--- config.mk ---
export PLATFORM = sky130hd
export DESIGN_NAME = host_cmd_frame_parser
export DESIGN_NICKNAME = d
export VERILOG_FILES = /design/src/rtl/host_cmd_frame_parser.sv
export SDC_FILE = /design/constraint.sdc
export NUM_CORES = 1
export LEC_CHECK = 0
export CORE_MARGIN = 8
export CORE_UTILIZATION = 57
export DETAILED_ROUTE_END_ITERATION = 7
export PLACE_DENSITY = 0.78
export SLEW_MARGIN = 0
export SYNTH_ARGS = -nofsm -noshare
export SYNTH_HDL_FRONTEND = slang
export SYNTH_SLANG_ARGS = --single-unit
--- constraint.sdc ---
create_clock -name clk -period 3.56 [get_ports clk]
set_clock_uncertainty 0.15 [all_clocks]
set_input_delay 0.534 -clock clk [delete_from_list [all_inputs] [get_ports clk]]
set_output_delay 0.534 -clock clk [all_outputs]
set_load 0.05 [all_outputs]
--- src/rtl/host_cmd_frame_parser.sv ---
// Host command frame parser: assembles opcode/target/length/payload frames from the UART
// byte stream, holds each complete frame for the dispatcher and reports frame errors.
module host_cmd_frame_parser #(
    parameter int MAX_PAYLOAD    = 16,
    parameter int TIMEOUT_CYCLES = 100000
) (
    input  logic        clk,
    input  logic        reset,
    input  logic [7:0]  rx_data,
    input  logic        rx_valid,
    output logic        cmd_valid,
    input  logic        cmd_ack,
    output logic [7:0]  cmd_opcode,
    output logic [47:0] cmd_target,
    output logic [7:0]  cmd_len,
    input  logic [7:0]  pl_addr,
    output logic [7:0]  pl_data,
    output logic        err_strobe,
    output logic [1:0]  err_code
);

    localparam int IDX_W = (MAX_PAYLOAD > 1) ? $clog2(MAX_PAYLOAD) : 1;
    localparam int TMO_W = $clog2(TIMEOUT_CYCLES + 1);
    localparam logic [TMO_W-1:0] TMO_LAST = TMO_W'(TIMEOUT_CYCLES - 1);
    localparam logic [7:0]       MAX_LEN  = 8'(MAX_PAYLOAD);

    localparam logic [1:0] ERR_OVERSIZE = 2'b01;
    localparam logic [1:0] ERR_TIMEOUT  = 2'b10;
    localparam logic [1:0] ERR_OVERRUN  = 2'b11;

    typedef enum logic [2:0] {
        IDLE,
        TARGET,
        LENGTH,
        PAYLOAD,
        DRAIN,
        HOLD
    } state_t;

    state_t           state;
    logic [7:0]       byte_cnt;
    logic [7:0]       len;
    logic [7:0]       opcode;
    logic [47:0]      target;
    logic [TMO_W-1:0] tmo_cnt;
    logic [7:0]       pl_buf [MAX_PAYLOAD];
    logic             active;
    logic             expire;

    // The inter-byte watchdog only runs while a frame is partially received.
    assign active = (state == TARGET) || (state == LENGTH) ||
                    (state == PAYLOAD) || (state == DRAIN);
    assign expire = active && (tmo_cnt == TMO_LAST);

    // NOTE: sequential state uses non-blocking assignments so every register samples
    // the pre-edge values, independent of statement order inside the block.
    always_ff @(posedge clk) begin
        if (!reset) begin
            state      <= IDLE;
            byte_cnt   <= '0;
            len        <= '0;
            opcode     <= '0;
            target     <= '0;
            tmo_cnt    <= '0;
            cmd_valid  <= 1'b0;
            cmd_opcode <= '0;
            cmd_target <= '0;
            cmd_len    <= '0;
            err_strobe <= 1'b0;
            err_code   <= '0;
        end else begin
            err_strobe <= 1'b0;
            if (expire) begin
                // Expiry wins over a byte arriving in the same cycle: that byte is lost.
                state      <= IDLE;
                tmo_cnt    <= '0;
                err_strobe <= 1'b1;
                err_code   <= ERR_TIMEOUT;
            end else begin
                if (rx_valid || !active) tmo_cnt <= '0;
                else                     tmo_cnt <= tmo_cnt + TMO_W'(1);

                unique case (state)
                    IDLE: begin
                        if (rx_valid) begin
                            opcode   <= rx_data;
                            byte_cnt <= '0;
                            state    <= TARGET;
                        end
                    end
                    TARGET: begin
                        if (rx_valid) begin
                            // First byte received ends up in target[7:0] after six shifts.
                            target   <= {rx_data, target[47:8]};
                            byte_cnt <= byte_cnt + 8'd1;
                            if (byte_cnt == 8'd5) state <= LENGTH;
                        end
                    end
                    LENGTH: begin
                        if (rx_valid) begin
                            len      <= rx_data;
                            byte_cnt <= '0;
                            if (rx_data == 8'd0) begin
                                cmd_opcode <= opcode;
                                cmd_target <= target;
                                cmd_len    <= 8'd0;
                                cmd_valid  <= 1'b1;
                                state      <= HOLD;
                            end else if (rx_data > MAX_LEN) begin
                                err_strobe <= 1'b1;
                                err_code   <= ERR_OVERSIZE;
                                state      <= DRAIN;
                            end else begin
                                state <= PAYLOAD;
                            end
                        end
                    end
                    PAYLOAD: begin
                        if (rx_valid) begin
                            byte_cnt <= byte_cnt + 8'd1;
                            if (byte_cnt == len - 8'd1) begin
                                cmd_opcode <= opcode;
                                cmd_target <= target;
                                cmd_len    <= len;
                                cmd_valid  <= 1'b1;
                                state      <= HOLD;
                            end
                        end
                    end
                    DRAIN: begin
                        if (rx_valid) begin
                            byte_cnt <= byte_cnt + 8'd1;
                            if (byte_cnt == len - 8'd1) state <= IDLE;
                        end
                    end
                    HOLD: begin
                        // A byte here is never reinterpreted as an opcode, even alongside cmd_ack.
                        if (rx_valid) begin
                            err_strobe <= 1'b1;
                            err_code   <= ERR_OVERRUN;
                        end
                        if (cmd_ack) begin
                            cmd_valid <= 1'b0;
                            state     <= IDLE;
                        end
                    end
                    default: state <= IDLE;
                endcase
            end
        end
    end

    // NOTE: the payload buffer has no reset; its contents are never visible before a
    // frame rewrites them, so clearing it would only add reset fan-out.
    always_ff @(posedge clk) begin
        if (state == PAYLOAD && rx_valid && !expire) begin
            pl_buf[byte_cnt[IDX_W-1:0]] <= rx_data;
        end
    end

    // NOTE: default assignment first so the combinational read cannot infer a latch.
    always_comb begin
        pl_data = 8'h00;
        if (pl_addr < cmd_len) pl_data = pl_buf[pl_addr[IDX_W-1:0]];
    end

endmodule

==> results of run 1 <==
[state kept, by name (all words and copies together), names as in the netlist]
signal      flops
err_strobe      1
pl_buf        128
err_code        2
cmd_valid       1
cmd_target     48
target         48
cmd_opcode      8
len             8
tmo_cnt        17
state           3
opcode          8
byte_cnt        8
cmd_len         8
[layer usage]
metal | global-route usage | vias up | share of wire
met5 | 0 | - | 0
met4 | 0.07562 | 0 | 0.028
met3 | 0.04018 | 54 | 0.083
met2 | 0.3345 | 361 | 0.47
met1 | 0.2895 | 4156 | 0.42
li1 | - | 3952 | -
[worst register-to-register path, stage by stage, from the launching register on]
cell and delay (ps):
dfxtp_1 400, or2_1 350, o211ai_2 270, or2_1 160, and3_1 240, nand2_1 150
nor3_1 950
[logic make-up (layout without fill, tap and decap cells)]
| logic type | after synthesis | count (layout) |
|---|---|---|
| and+or+nand+nor | 333 | 333 |
| DFF | 288 | 288 |
| AOI/OAI and AO/OA | 238 | 238 |
| buffers and inverters | 101 | 198 |
| muxes | 50 | 50 |
| xor gates and xnor gates | 32 | 32 |
| adders and majority gates | 13 | 13 |
[layout by cell type (no fill, tap or decap), types with 13 or more instances in the layout]
master and n:
a21oi_1 129, buf_12 15, buf_4 22, clkbuf_16 29
clkdlybuf4s50_1 86, dfxtp_1 160, edfxtp_1 128, ha_1 13
inv_1 24, mux4_2 40, nand2_1 133, nand3_1 66
nor2_1 68, o21ai_0 54, o21ai_1 17, xnor2_1 19
xor2_1 13
[cell type report]
class | count | area, um2 | share of cell area
clock inverters | 11 | 107.6 | 0.007666
multi-input cells | 666 | 4322 | 0.3079
repair buffers | 124 | 1331 | 0.09485
clock buffers | 38 | 789.5 | 0.05625
well taps | 275 | 344.1 | 0.02451
flip-flops and latches | 288 | 7047 | 0.5020
inverters | 25 | 95.09 | 0.006775
[metrics by stage]
step	utilization	power, uW	setup slack [ps]
finish	0.6762	6826	202.2
global route	0.6762	7023	49.48
CTS	0.6762	6852	167.7
detailed placement	0.6330	4007	170.4
global placement	0.6330	3999	245.8
floorplan	-	3841	72.70
[power groups by stage]
stage / clock, uW / sequential, uW / combinational (uW)
4_1_cts: 2910 / 3480 / 456
3_5_place_dp: 0 / 3560 / 452
5_1_grt: 3050 / 3480 / 487
6_report: 2890 / 3480 / 456
2_1_floorplan: 0 / 3560 / 285
3_3_place_gp: 0 / 3550 / 444
[worst min path at each step]
stage | start | to | depth (start not counted)
2_1_floorplan | tmo_cnt[0] | tmo_cnt[0] | 1
3_3_place_gp | err_code[0] | err_code[0] | 2
3_5_place_dp | target[3] | target[3] | 2
4_1_cts | target[3] | target[3] | 2
5_1_grt | opcode[6] | opcode[6] | 2
6_report | opcode[0] | opcode[0] | 2
==> reports/qor.yml, run 1 <==
outcome:
  run_status: "completed"
cts:
  cts_num_sinks: 288
  cts_setup_buffers: 0
  clock_path_buffers: 3
  post_cts_resized: 0
  cts_hold_buf: 0
  cts_max_level: 1
  clkTransAtPathRegs_ps: 60
  cts_tree: "built"
  cts_root_buf: "clkbuf_16"
  cts_inserted_buffers: 28
  clock_latency_ps: 540
cells_and_area:
  layout-drive-gt1-share: 0.1172
  nFillCells: 1512
  num_antenna_cells: 0
  area_delta_synth_final_pct: 18.10
  nets: 1166
  final_cell_area_um2: 14040
  fin_cells: 1427
routing:
  dr.pass1.iters: 5
  wl_um: 28360
  vias_per_cell: 5.973
  ant_nets: 0
  wl_per_cell_um: 19.87
  drt-initial-drc-count: 852
  vias: 8523
  drcViolationCount: 0
worst_setup_path:
  crit_cells: 8
  path_class: "input port to output pin"
  rr_endpoint: "pl_buf[1][2]"
  worstPathBufferInverterCount: 2
  path_common_cell: "a21o_1"
  required_ps: 2880
  cp_top_family: "compound AO/OA/AOI/OAI gates"
  crit_path_end: "pl_data[5]"
  critPathLaunchType: "input port"
  worstReg2RegStart: "state[0]"
  startpoint: "pl_addr[1]"
  slowest_stage: "clkdlybuf4s50_1"
  path_cells: "clkdlybuf4s50_1 -> ha_1 -> a21o_1 -> a21o_1 -> a21oi_1 -> o21ai_1 -> a211oi_1 -> buf_12"
  critPathMaxStageDelay_ps: 540
  regToRegSetupSlack_ps: 490
  critical_path_arrival_ps: 2670
  worstPathMaxFanout: 8
  reg2reg_depth: 6
  crit_path_end_kind: "output pin"
timing:
  rsz0062_at_grt: "no"
  period_minus_slack_ps: 3358
  timing.fmax_mhz: 297.8
  worst_pin_slew_ps: 1223
  setup_viol_count_final: 0
  relSlewSlack: 0.1784
  hold_viol: 0
  timing.final.crit_share: 0.9432
  fin_hold_ws_ps: 307.7
  fin_tns_setup_ps: 0
  slew_viol_final: 0
floorplanning:
  start_util: 0.5726
  ios: 96
  fp.dieH_um: 160.4
  die_area_um2: 25730
  core_um2: 20760
  row_count: 53
  die_w_um: 160.4
synthesis:
  syn_nets: 1088
  synth.area.top_cells: "edfxtp_1 (32%), dfxtp_1 (27%), mux4_2 (7.6%), a21oi_1 (5.4%), nand2_1 (4.2%)"
  yosys.area_share.xor_xnor: 0.02358
  synth_compound_area_frac: 0.1124
  synth_most_common_cell: "dfxtp_1"
  yosys.area.top_type: "edfxtp_1"
  yosysTopAreaCellShare: 0.3234
  syn_area_um2: 11890
  synthSimpleGateAreaFrac: 0.1286
  synth_common_cells: "dfxtp_1 (160), nand2_1 (133), a21oi_1 (129)"
  ys_types: 64
  syn_inst: 1055
  synth_ff_type: "dfxtp_1"
  synth_edf_count: 128
  yosys_warnings: 0
  avgSynthCellArea_um2: 11.27
  synthAdderAreaFrac: 0.01369
  ys_seq_elements: 288
  synth.area.mux_share: 0.08422
  ys_async_sr_fraction: 0
  seq_area_frac_synth: 0.5929
  synth_top_family_by_area: "simple AND/OR/NAND/NOR gates"
power_and_ir_drop:
  power_frac_seq: 0.511
  pwr-share-clk: 0.423
  sw_frac_of_total: 0.2199
  power_density_nw_per_um2: 486.3
  internal_power_uw: 5325
  p_comb_frac: 0.067
  ir_drop_mv: 0.3623
  p_leak_uw: 0.004568
  p_sw_uw: 1501
grt:
  globalRouteOverflowTotal: 0
  antenna_found_initial: 0
  grt_usage: 0.2124
  grt_pass1_vias: 8083
  grt_max_degree: 66
  grt_pass1_wl_um: 44170
placed_design:
  dp_hpwl_um: 17450
  portBuffers: 95
  gp_congestion: 0.8460
  dpl_cell_area_um2: 13140
  dp.cells: 1378
hold_path:
  hold_class: "register to register"
job:
  cap_viol_max_count: 0
Note: power is estimated with default switching activity, not from simulation.
==> run 2: changes to the inputs <==
Clock period 3.56 ns to 3.6 ns, I/O delays scaled along.
==> run 2 against run 1 <==
Against the previous run:
- non-clock buffer count is 3 higher
- die area stayed put
- critical path depth is 1 lower
- cell area hardly changed
==> reports/qor.yml, run 2 (synthesized netlist as in run 1, its figures left out) <==
grt:
  grt_usage: 0.2149  # +0.002553
  antenna_found_initial: 0  # unchanged
  globalRouteOverflowTotal: 0  # unchanged
  grt_max_degree: 124  # +88%
  grt_pass1_vias: 8182  # +1.2%
  grt_pass1_wl_um: 44670  # +1.1%
cts:
  clock_path_buffers: 3  # unchanged
  cts_root_buf: "clkbuf_16"
  cts_tree: "built"
  post_cts_resized: 0  # unchanged
  cts_hold_buf: 0  # unchanged
  cts_num_sinks: 288  # unchanged
  cts_max_level: 1  # unchanged
  cts_inserted_buffers: 28  # unchanged
  clkTransAtPathRegs_ps: 60  # about the same
  clock_latency_ps: 530  # about the same
  cts_setup_buffers: 0  # unchanged
placed_design:
  gp_congestion: 0.8587  # +1.5%
  dp_hpwl_um: 17930  # +2.8%
  portBuffers: 95  # unchanged
cells_and_area:
  nets: 1169  # +0.26%
  area.sequential_um2: 7047  # unchanged
  layout-drive-gt1-share: 0.1185  # +0.001325
  multi_input_area_um2: 4322  # unchanged
  area_delta_synth_final_pct: 18.19  # about the same
  num_antenna_cells: 0  # unchanged
  nFillCells: 1489  # -1.5%
  final_common_cell: "dfxtp_1"
  layout_common_cells: "dfxtp_1 (160), nand2_1 (133), a21oi_1 (129)"
  final_util: 0.6768  # about the same
  largest_reg_flops: 128  # unchanged
timing:
  slew_viol_final: 0  # unchanged
  setup_viol_count_final: 0  # unchanged
  rsz0062_at_grt: "no"
  hold_viol: 0  # unchanged
  timing.fmax_mhz: 289.8
  period_minus_slack_ps: 3451
  worst_pin_slew_ps: 1089  # -134.3 ps
  relSlewSlack: 0.2715  # +0.09313
  timing.final.crit_share: 0.9585
  fin_tns_setup_ps: 0  # unchanged
power_and_ir_drop:
  ir_drop_mv: 0.3173  # -12%
  p_leak_uw: 0.004580  # +0.25%
  power_density_nw_per_um2: 484.7  # -0.32%
worst_setup_path:
  critical_path_arrival_ps: 2760  # +90 ps
  required_ps: 2910  # +30 ps
  path_common_cell: "mux4_2"
  path_class: "input port to output pin"
  critPathMaxStageDelay_ps: 500  # -40 ps
  worstPathMaxFanout: 32  # +24
  crit_path_end_kind: "output pin"
  critPathLaunchType: "input port"
  path_cells: "clkdlybuf4s50_1 -> buf_4 -> mux4_2 -> mux4_2 -> inv_1 -> a211oi_1 -> buf_12"
  slowest_stage: "mux4_2"
job:
  cap_viol_max_count: 0  # unchanged
routing:
  wl_um: 28300  # -0.22%
  drcViolationCount: 0  # unchanged
  vias: 8569  # +0.54%
  dr.pass1.iters: 5  # unchanged
  wl_per_cell_um: 19.78  # -0.49%
  vias_per_cell: 5.988  # +0.26%
  ant_nets: 0  # unchanged
  drt-initial-drc-count: 1032  # +21%
floorplanning:
  start_util: 0.5726  # unchanged
  die_area_um2: 25730  # unchanged
  fp.dieH_um: 160.4  # unchanged
  ios: 96  # unchanged
  row_count: 53  # unchanged
  die_w_um: 160.4  # unchanged
  core_um2: 20760  # unchanged
hold_path:
  hold_class: "register to register"
outcome:
  run_status: "completed"
run 2: changes by cell type in the layout (fill, tap and decap cells not counted):
cell	before	now
buf_12	15	12
buf_4	22	28
clkbuf_1	6	11
clkbuf_16	29	30
clkbuf_8	3	4
clkinv_1	4	1
clkinv_2	4	2
clkinv_4	1	0
clkinvlp_4	0	1
inv_6	1	0
run 2: worst max-delay path: cells and delay by family:
kind / cells / cell delay, ps
muxes: 2 / 920
AOI/OAI and AO/OA: 1 / 80
buffers and inverters: 4 / 1190
run 2: where the power goes:
| group | switching, uW | total (uW) | internal (uW) |
|---|---|---|---|
| Combinational | 280 | 444 | 164 |
| Sequential | 18.4 | 3450 | 3430 |
| Clock | 1180 | 2920 | 1740 |
| Total | 1470 | 6810 | 5340 |
run 2: area by class of cell:
| cell class | instances | area share |
|---|---|---|
| Tap cell | 275 | 0.02449 |
| Multi-Input combinational cell | 666 | 0.3077 |
| Sequential cell | 288 | 0.5016 |
| Clock inverter | 5 | 0.005433 |
| Timing Repair Buffer | 127 | 0.09370 |
| Clock buffer | 45 | 0.06030 |
| Inverter | 25 | 0.006769 |
run 2: per-layer routing:
metal | global-route usage | share of wire
met3 | 0.03583 | 0.083
met2 | 0.3441 | 0.47
met5 | 0 | 0
met1 | 0.2933 | 0.42
met4 | 0.07179 | 0.024
run 2: worst paths after layout:
kind | from | endpoint | slack [ps] | cells past startpoint
max | pl_addr[1] | pl_data[5] | 150 | 7
min | opcode[4] | opcode[4] | 300 | 2
max reg2reg | state[0] | pl_buf[4][2] | 350 | 6
min reg2reg | opcode[4] | opcode[4] | 300 | 2
run 2: stage by stage:
| stage | total power [uW] | worst slack [ps] | hold slack [ps] | instances | area (um2) |
|---|---|---|---|---|---|
| 6_report | 6809 | 149.4 | 303.0 | 1431 | 14050 |
| 5_1_grt | 7012 | 68.36 | 321.5 | 1431 | 14050 |
| 4_1_cts | 6827 | 140.2 | 305.2 | 1431 | 14050 |
| 3_5_place_dp | 3954 | 198.8 | 296.5 | 1381 | 13120 |
| 3_3_place_gp | 3947 | 236.3 | 288.4 | 1381 | 13120 |
| 2_1_floorplan | 3799 | 106.7 | 279.6 | 1055 | 11890 |
==> run 3: changes to the inputs <==
Settings changed: SKIP_LAST_GASP set to 1.
==> results of run 3 <==
Final layout, timing and power as in run 2 (identical DEF).
